**src/rtl/decoder_pkg.sv**
```systemverilog
// Shared definitions for the quadrature decoder and its downstream consumers.
// Holds the default count width, the signed count type and the velocity FSM states.
package decoder_pkg;
    localparam int CNT_W = 16;

    typedef logic signed [CNT_W-1:0] cnt_t;

    typedef enum logic {PRIME, RUN} vel_state_t;
endpackage

```
**src/rtl/cnt_sampler.sv**
```systemverilog
// Brings an asynchronous multi-bit bus into the clock domain. A value is only
// accepted once two consecutive samples agree, so skewed mid-transition codes are dropped.
module cnt_sampler #(
    parameter int W = 16
) (
    input  logic         clk,
    input  logic         rst,
    input  logic [W-1:0] din,
    output logic [W-1:0] dout
);
    logic [W-1:0] s1, s2;

    always_ff @(posedge clk or posedge rst) begin
        if (rst) begin
            s1   <= '0;
            s2   <= '0;
            dout <= '0;
        end else begin
            s1 <= din;
            s2 <= s1;
            if (s1 == s2)
                dout <= s2;
        end
    end
endmodule

```
**src/rtl/quad_velocity.sv**
```systemverilog
// Differences the sampled decoder count over a fixed window of clock cycles and
// emits a saturated signed velocity; windows that span an index reset are discarded.
module quad_velocity #(
    parameter int CNT_W  = decoder_pkg::CNT_W,
    parameter int VEL_W  = 16,
    parameter int WINDOW = 50000
) (
    input  logic             clk,
    input  logic             rst,
    input  logic [CNT_W-1:0] cnt,
    input  logic             z,
    output logic [VEL_W-1:0] vel,
    output logic             vel_valid,
    output logic             vel_sat,
    output logic             idx_pulse
);
    import decoder_pkg::*;

    localparam int WC_W = $clog2(WINDOW);
    localparam logic signed [CNT_W-1:0] VMAX = {{(CNT_W-VEL_W+1){1'b0}}, {(VEL_W-1){1'b1}}};
    localparam logic signed [CNT_W-1:0] VMIN = {{(CNT_W-VEL_W+1){1'b1}}, {(VEL_W-1){1'b0}}};

    logic [CNT_W-1:0]        stable, prev;
    logic [WC_W-1:0]         wcnt;
    logic                    z1, z_s, idx_seen, tc;
    logic signed [CNT_W-1:0] delta;
    logic [VEL_W-1:0]        vel_clip;
    logic                    clip, do_vel, do_idx;
    vel_state_t              state, state_nx;

    cnt_sampler #(.W(CNT_W)) u_smp (
        .clk  (clk),
        .rst  (rst),
        .din  (cnt),
        .dout (stable)
    );

    assign tc = (wcnt == WC_W'(WINDOW-1));

    always_ff @(posedge clk or posedge rst) begin
        if (rst) begin
            z1       <= 1'b0;
            z_s      <= 1'b0;
            wcnt     <= '0;
            idx_seen <= 1'b0;
        end else begin
            z1  <= z;
            z_s <= z1;
            wcnt <= tc ? '0 : wcnt + WC_W'(1);
            // Clear at window end wins; z_s on the tc cycle is handled by the FSM directly.
            if (tc)
                idx_seen <= 1'b0;
            else if (z_s)
                idx_seen <= 1'b1;
        end
    end

    // Modulo subtraction gives correct wrap-around for moderate motion per window.
    always_comb begin
        delta    = stable - prev;
        clip     = 1'b0;
        vel_clip = delta[VEL_W-1:0];
        if (delta > VMAX) begin
            clip     = 1'b1;
            vel_clip = VMAX[VEL_W-1:0];
        end else if (delta < VMIN) begin
            clip     = 1'b1;
            vel_clip = VMIN[VEL_W-1:0];
        end
    end

    always_comb begin
        state_nx = state;
        do_vel   = 1'b0;
        do_idx   = 1'b0;
        if (tc) begin
            state_nx = RUN;
            if (state == RUN) begin
                if (idx_seen || z_s)
                    do_idx = 1'b1;
                else
                    do_vel = 1'b1;
            end
        end
    end

    always_ff @(posedge clk or posedge rst) begin
        if (rst) begin
            state     <= PRIME;
            prev      <= '0;
            vel       <= '0;
            vel_sat   <= 1'b0;
            vel_valid <= 1'b0;
            idx_pulse <= 1'b0;
        end else begin
            state     <= state_nx;
            vel_valid <= do_vel;
            idx_pulse <= do_idx;
            if (do_vel) begin
                vel     <= vel_clip;
                vel_sat <= clip;
            end
            if (tc)
                prev <= stable;
        end
    end
endmodule

```
**config.mk**
```make
export PLATFORM = sky130hd
export DESIGN_NAME = quad_velocity
export DESIGN_NICKNAME = d
export VERILOG_FILES = /design/src/rtl/decoder_pkg.sv /design/src/rtl/cnt_sampler.sv /design/src/rtl/quad_velocity.sv
export SDC_FILE = /design/constraint.sdc
export NUM_CORES = 1
export LEC_CHECK = 0
export ABC_AREA = 1
export CAP_MARGIN = 20
export CORE_MARGIN = 4
export CORE_UTILIZATION = 27
export CTS_BUF_LIST = sky130_fd_sc_hd__clkbuf_2 sky130_fd_sc_hd__clkbuf_4 sky130_fd_sc_hd__clkbuf_8
export CTS_CLUSTER_SIZE = 12
export DETAILED_ROUTE_END_ITERATION = 10
export GPL_TIMING_DRIVEN = 0
export PLACE_DENSITY_LB_ADDON = 0.3
export SLEW_MARGIN = 20
export SYNTH_ARGS = -nofsm -noshare
export SYNTH_HDL_FRONTEND = slang
export SYNTH_SLANG_ARGS = --single-unit
```
**constraint.sdc**
```tcl
create_clock -name clk -period 8.35 [get_ports clk]
set_input_delay 0.835 -clock clk [delete_from_list [all_inputs] [get_ports clk]]
set_output_delay 0.835 -clock clk [all_outputs]
set_load 0.005 [all_outputs]
```
### Word level (Yosys, flattened, before mapping)

Index checks and enable logic that the tools add are counted.

* multiplexer cells: 13
* add/subtract/negate cells: 2
* equality and inequality tests: 2
* reductions and logical operators: 2
* shifts and indexed selects: 0
* divide/modulo/power cells: 0
* bitwise gates (word level): 0
* multiply operators: 0
* order comparisons: 2

Operators by type and width (count)
* $mux 16: 3
* $add 16x1->16 const B: 1
* $eq 16x16->1: 1
* $eq 16x16->1 const B: 1
* $gt 16x16->1 const B: 1
* $lt 16x16->1 const B: 1
* $sub 16x16->16: 1
* $mux 1: 10
* $reduce_bool 2->1: 1
* $logic_or 1x1->1: 1

* bits in latches: 0
* flip-flop bits (word level): 103
* logic and storage cells: 34
* ROM bits: 0
* RAM bits: 0
* output and inout port bits: 19
* memories kept: 0

### Longest topological paths before layout

* word-level depth: 4
* depth in mapped cells: 13

### Hierarchy

From an unflattened synthesis, not the netlist that was laid out.

* cells, all modules: 618
* area, all modules: 5153.7 sq um

By module, submodules not included
* quad_velocity: seq. area each 1376.3 sq um, times used 1, area each 3344.5 sq um, cells each 429
* cnt_sampler: seq. area each 1201.2 sq um, times used 1, area each 1809.2 sq um, cells each 189

### Worst setup path after synthesis

OpenSTA, ideal clock, no wires.

* path type: register to register
* start: register u_smp.dout[0]
* end: register vel[6]
* stages on the path, launching flop included: 12
* data arrival time: 1632 ps
* data required time: 8233 ps
* path slack: 6600 ps
* library setup time: 117 ps
* path through: dfrtp_1 > inv_1 > ha_1 > inv_1 > fa_1 > nand2_1 > nand2_1 > nand3b_1 > nand2_1 > or2_2 > nand3_1 > nand2_1

* cells in the longest elaborated chain, start to end: 4
* elaborated cells on any way between the ends: 5
* classes of those cells: add/sub (1); order compare (2); mux (2)

Ends and longest elaborated chain
* start, declared: line cnt_sampler.sv:9 `output logic [W-1:0] dout`
* start signal, assigned: line cnt_sampler.sv:17 `dout <= '0;`
* start signal, assigned: line cnt_sampler.sv:22 `dout <= s2;`
* $sub 16x16->16 *: line quad_velocity.sv:60 `delta = stable - prev;`
* $lt 16x16->1: line quad_velocity.sv:66 `end else if (delta < VMIN) begin`
* $mux 16: line quad_velocity.sv:66
* $mux 16 *: line quad_velocity.sv:63 `if (delta > VMAX) begin`
* end signal, assigned: line quad_velocity.sv:100 `vel <= vel_clip;`
* end, declared: line quad_velocity.sv:12 `output logic [VEL_W-1:0] vel,`

Mark *: on every way between the ends. The rest lies on a longest branch, timed or not.
A chain may end at the register's enable or synchronous reset.

### Final worst setup path

* start: register vel[9]
* end: output port vel[9]

No word-level cell between the ends.

==> impl_metrics.csv <==
group,metric,value,unit
cts,cts_buffers,9,
yosys,seq_area_frac_synth,53.5,%
power,peakVddDrop,0.0000866,V
placed_design,hpwl,7.23,mm
setup_path,cp_slowest_stage_delay,0.50,ns
yosys,post_synth_mux_area_share,0,%
grt,first_global_vias,3332,
yosys,syn_area,4810,sq um
floorplanning,die_w,142,um
drt,wirelength,9.35,mm
cts,cts_root_buffer,"clkbuf_8",
sta,finalMaxSlewViolations,0,
setup_path,crit_buf_inv,1,
cts,cts_num_sinks,103,
cts,postCtsHoldBufs,0,
cts,cts_buffer_depth,2,
layout,area_growth_syn_to_layout,18.6,%
cts,clk_pin_slew,0.11,ns
floorplanning,die_y,142,um
yosys,syn_nets,599,
drt,vias_per_cell,4.13,
setup_path,path_class,"register to output pin",
cts,clkLatencyLatePin,0.39,ns
yosys,synth_top_area_share,53.5,%
cts,cts-resized-gates,0,
sta,setup_violations,0,
sta,finalCriticalPeriod,2.10,ns
cts,h-tree-depth,3,
setup_path,critPathTopFamily,"buffers and inverters",
yosys,yosys.area_share.adder,4.83,%
floorplanning,start_util,27.7,%
power,leakagePower,2.92,nW
floorplanning,core,17400,sq um
status,status,"finished clean",
sta,final.period_utilization,25.2,%
yosys,ys_ff_latch,103,
setup_path,cpMaxStageDelayCell,"clkdlybuf4s50_1",
drt,dr.pass1.iters,4,
drt,final_antenna_net_count,0,
layout,final_common_cell,"nand2_1",
drt,drtIter0Drc,203,
placed_design,pre_cts_ws,6.31,ns
yosys,ys_top_cells_by_area,"dfrtp_1, nand2_1, inv_1",
setup_path,crit_required,7.52,ns
yosys,synth_area_leader_cell,"dfrtp_1",
layout,layout-drive-gt1-share,6.98,%
flow_run,max-cap-violations,0,
placed_design,routabilityCongestion,0.821,
sta,fmax,476,MHz
yosys,synthDistinctLibCells,32,
layout,diodes,0,
setup_path,crit_chain,"clkdlybuf4s50_1",
layout,fill_cells,1835,
yosys,ys_warn_count,0,
setup_path,worstSetupStartpointType,"register",
layout,final_cell_mix,"nand2_1, dfrtp_1, inv_1, nor2_1, clkdlybuf4s50_1",
drt,wl_per_cell,11.1,um
drt,drcViolationCount,0,
power,power.density,152,nW/um^2
yosys,syn_area_per_cell,8.56,sq um
cts,cts_setup_buffers,0,
drt,via_count,3475,
grt,antenna_found_initial,0,
yosys,synth_cells,562,
sta,rsz0062_at_grt,"no",
grt,grt_max_degree,73,
cts,cts_tree,"done",
sta,worst_slew_pin_slew,0.399,ns
yosys,synth-simple-area-share,26.5,%
layout,final_net_count,648,
yosys,synth_top_family_by_area,"simple AND/OR/NAND/NOR gates",
setup_path,critPathCaptureType,"output pin",
grt,overflow,0,
setup_path,cp_data_arrival_time,1.27,ns
sta,tns,0,ns
sta,skew,0.0168,ns
placed_design,io_buffers,37,
floorplanning,rows,48,
sta,hold_violations,0,
sta,fin_ws,6.25,ns
yosys,synth_xor_area_share,4.55,%
sta,slew_headroom,73.2,%
floorplanning,die_area,20000,sq um
yosys,synth-compound-area-share,3.41,%
grt,grt_pass1_wl,16.1,mm
hold_path,min-delay-path-class,"register to register",
floorplanning,io_pins,38,
setup_path,cp_max_fo,2,
grt,grt_usage,10.1,%
[sequential cells by signal, indices dropped and copies added, names as in the netlist]
name,count
u_smp.dout,16
vel_valid,1
idx_pulse,1
u_smp.s2,16
state,1
prev,16
wcnt,16
z_s,1
idx_seen,1
u_smp.s1,16
vel,16
z1,1
vel_sat,1
[metrics by stage]
stage	hold WS (ns)	instances	area [sq um]	utilization [%]	power (mW)
3_5_place_dp	0.335	825	5500	31.7	0.555
6_report	0.355	841	5710	32.9	0.869
5_1_grt	0.369	841	5710	32.9	0.914
2_1_floorplan	0.331	562	4810	-	0.539
4_1_cts	0.357	841	5710	32.9	0.891
3_3_place_gp	0.342	824	5470	31.5	0.552
[routing by layer]
layer | vias up | wire length [um] | global-route usage (%) | part of all wire, %
met5 | - | 0 | 0 | 0
met4 | 0 | 159 | 3.74 | 1.7
met3 | 11 | 351 | 3.24 | 3.8
met2 | 55 | 4040 | 14.8 | 43
met1 | 1561 | 4800 | 13.9 | 51
li1 | 1848 | - | - | -
[cells by family (layout without fill, tap and decap cells)]
group	count (synthesis)	in the layout
AOI/OAI and AO/OA	31	31
adders and majority gates	18	18
and+or+nand+nor	300	300
buffers and inverters	85	139
DFF	103	103
xor gates and xnor gates	25	25
[path summary, 6_finish.rpt]
kind	startpoint	endpoint	slack, ns	depth (start not counted)
max	vel[9]	vel[9]	6.25	1
max reg2reg	u_smp.dout[0]	vel[6]	6.32	11
min reg2reg	z1	z_s	0.36	0
min in group asynchronous	rst	wcnt[7]	0.78	2
min	z1	z_s	0.36	0
max in group asynchronous	rst	u_smp.dout[10]	6.92	3
[where the power goes]
| group | internal (mW) | switching (mW) | leakage [nW] | total (mW) |
|---|---|---|---|---|
| clock network | 0.147 | 0.179 | 0.101 | 0.325 |
| registers | 0.507 | 0.00573 | 1.34 | 0.513 |
| logic | 0.0143 | 0.0169 | 1.48 | 0.0312 |
| total | 0.668 | 0.201 | 2.92 | 0.869 |
[area by class of cell]
type	instances	area [sq um]	area share, %
buffer	9	57.6	1.01
clock buffer	10	131	2.30
clock inverter	6	81.3	1.42
inverter	76	290	5.08
multi-input combinational	374	1890	33.2
sequential	103	2580	45.1
tap	225	282	4.93
timing repair buffer	38	398	6.97
[cells in the mapped netlist (all sizes together)]
cell    count
nor3b       2
nand4       7
buf         9
a21oi       8
nor4        2
and2        1
a31o        1
nand3b      4
a31oi       1
ha         17
inv        76
nand2     189
or2         4
nor2       47
fa          1
nor3        8
o21ai      21
dfrtp     103
xnor2      10
xor2       15
nand3      36
No activity file was read; power rests on OpenSTA's default activity.
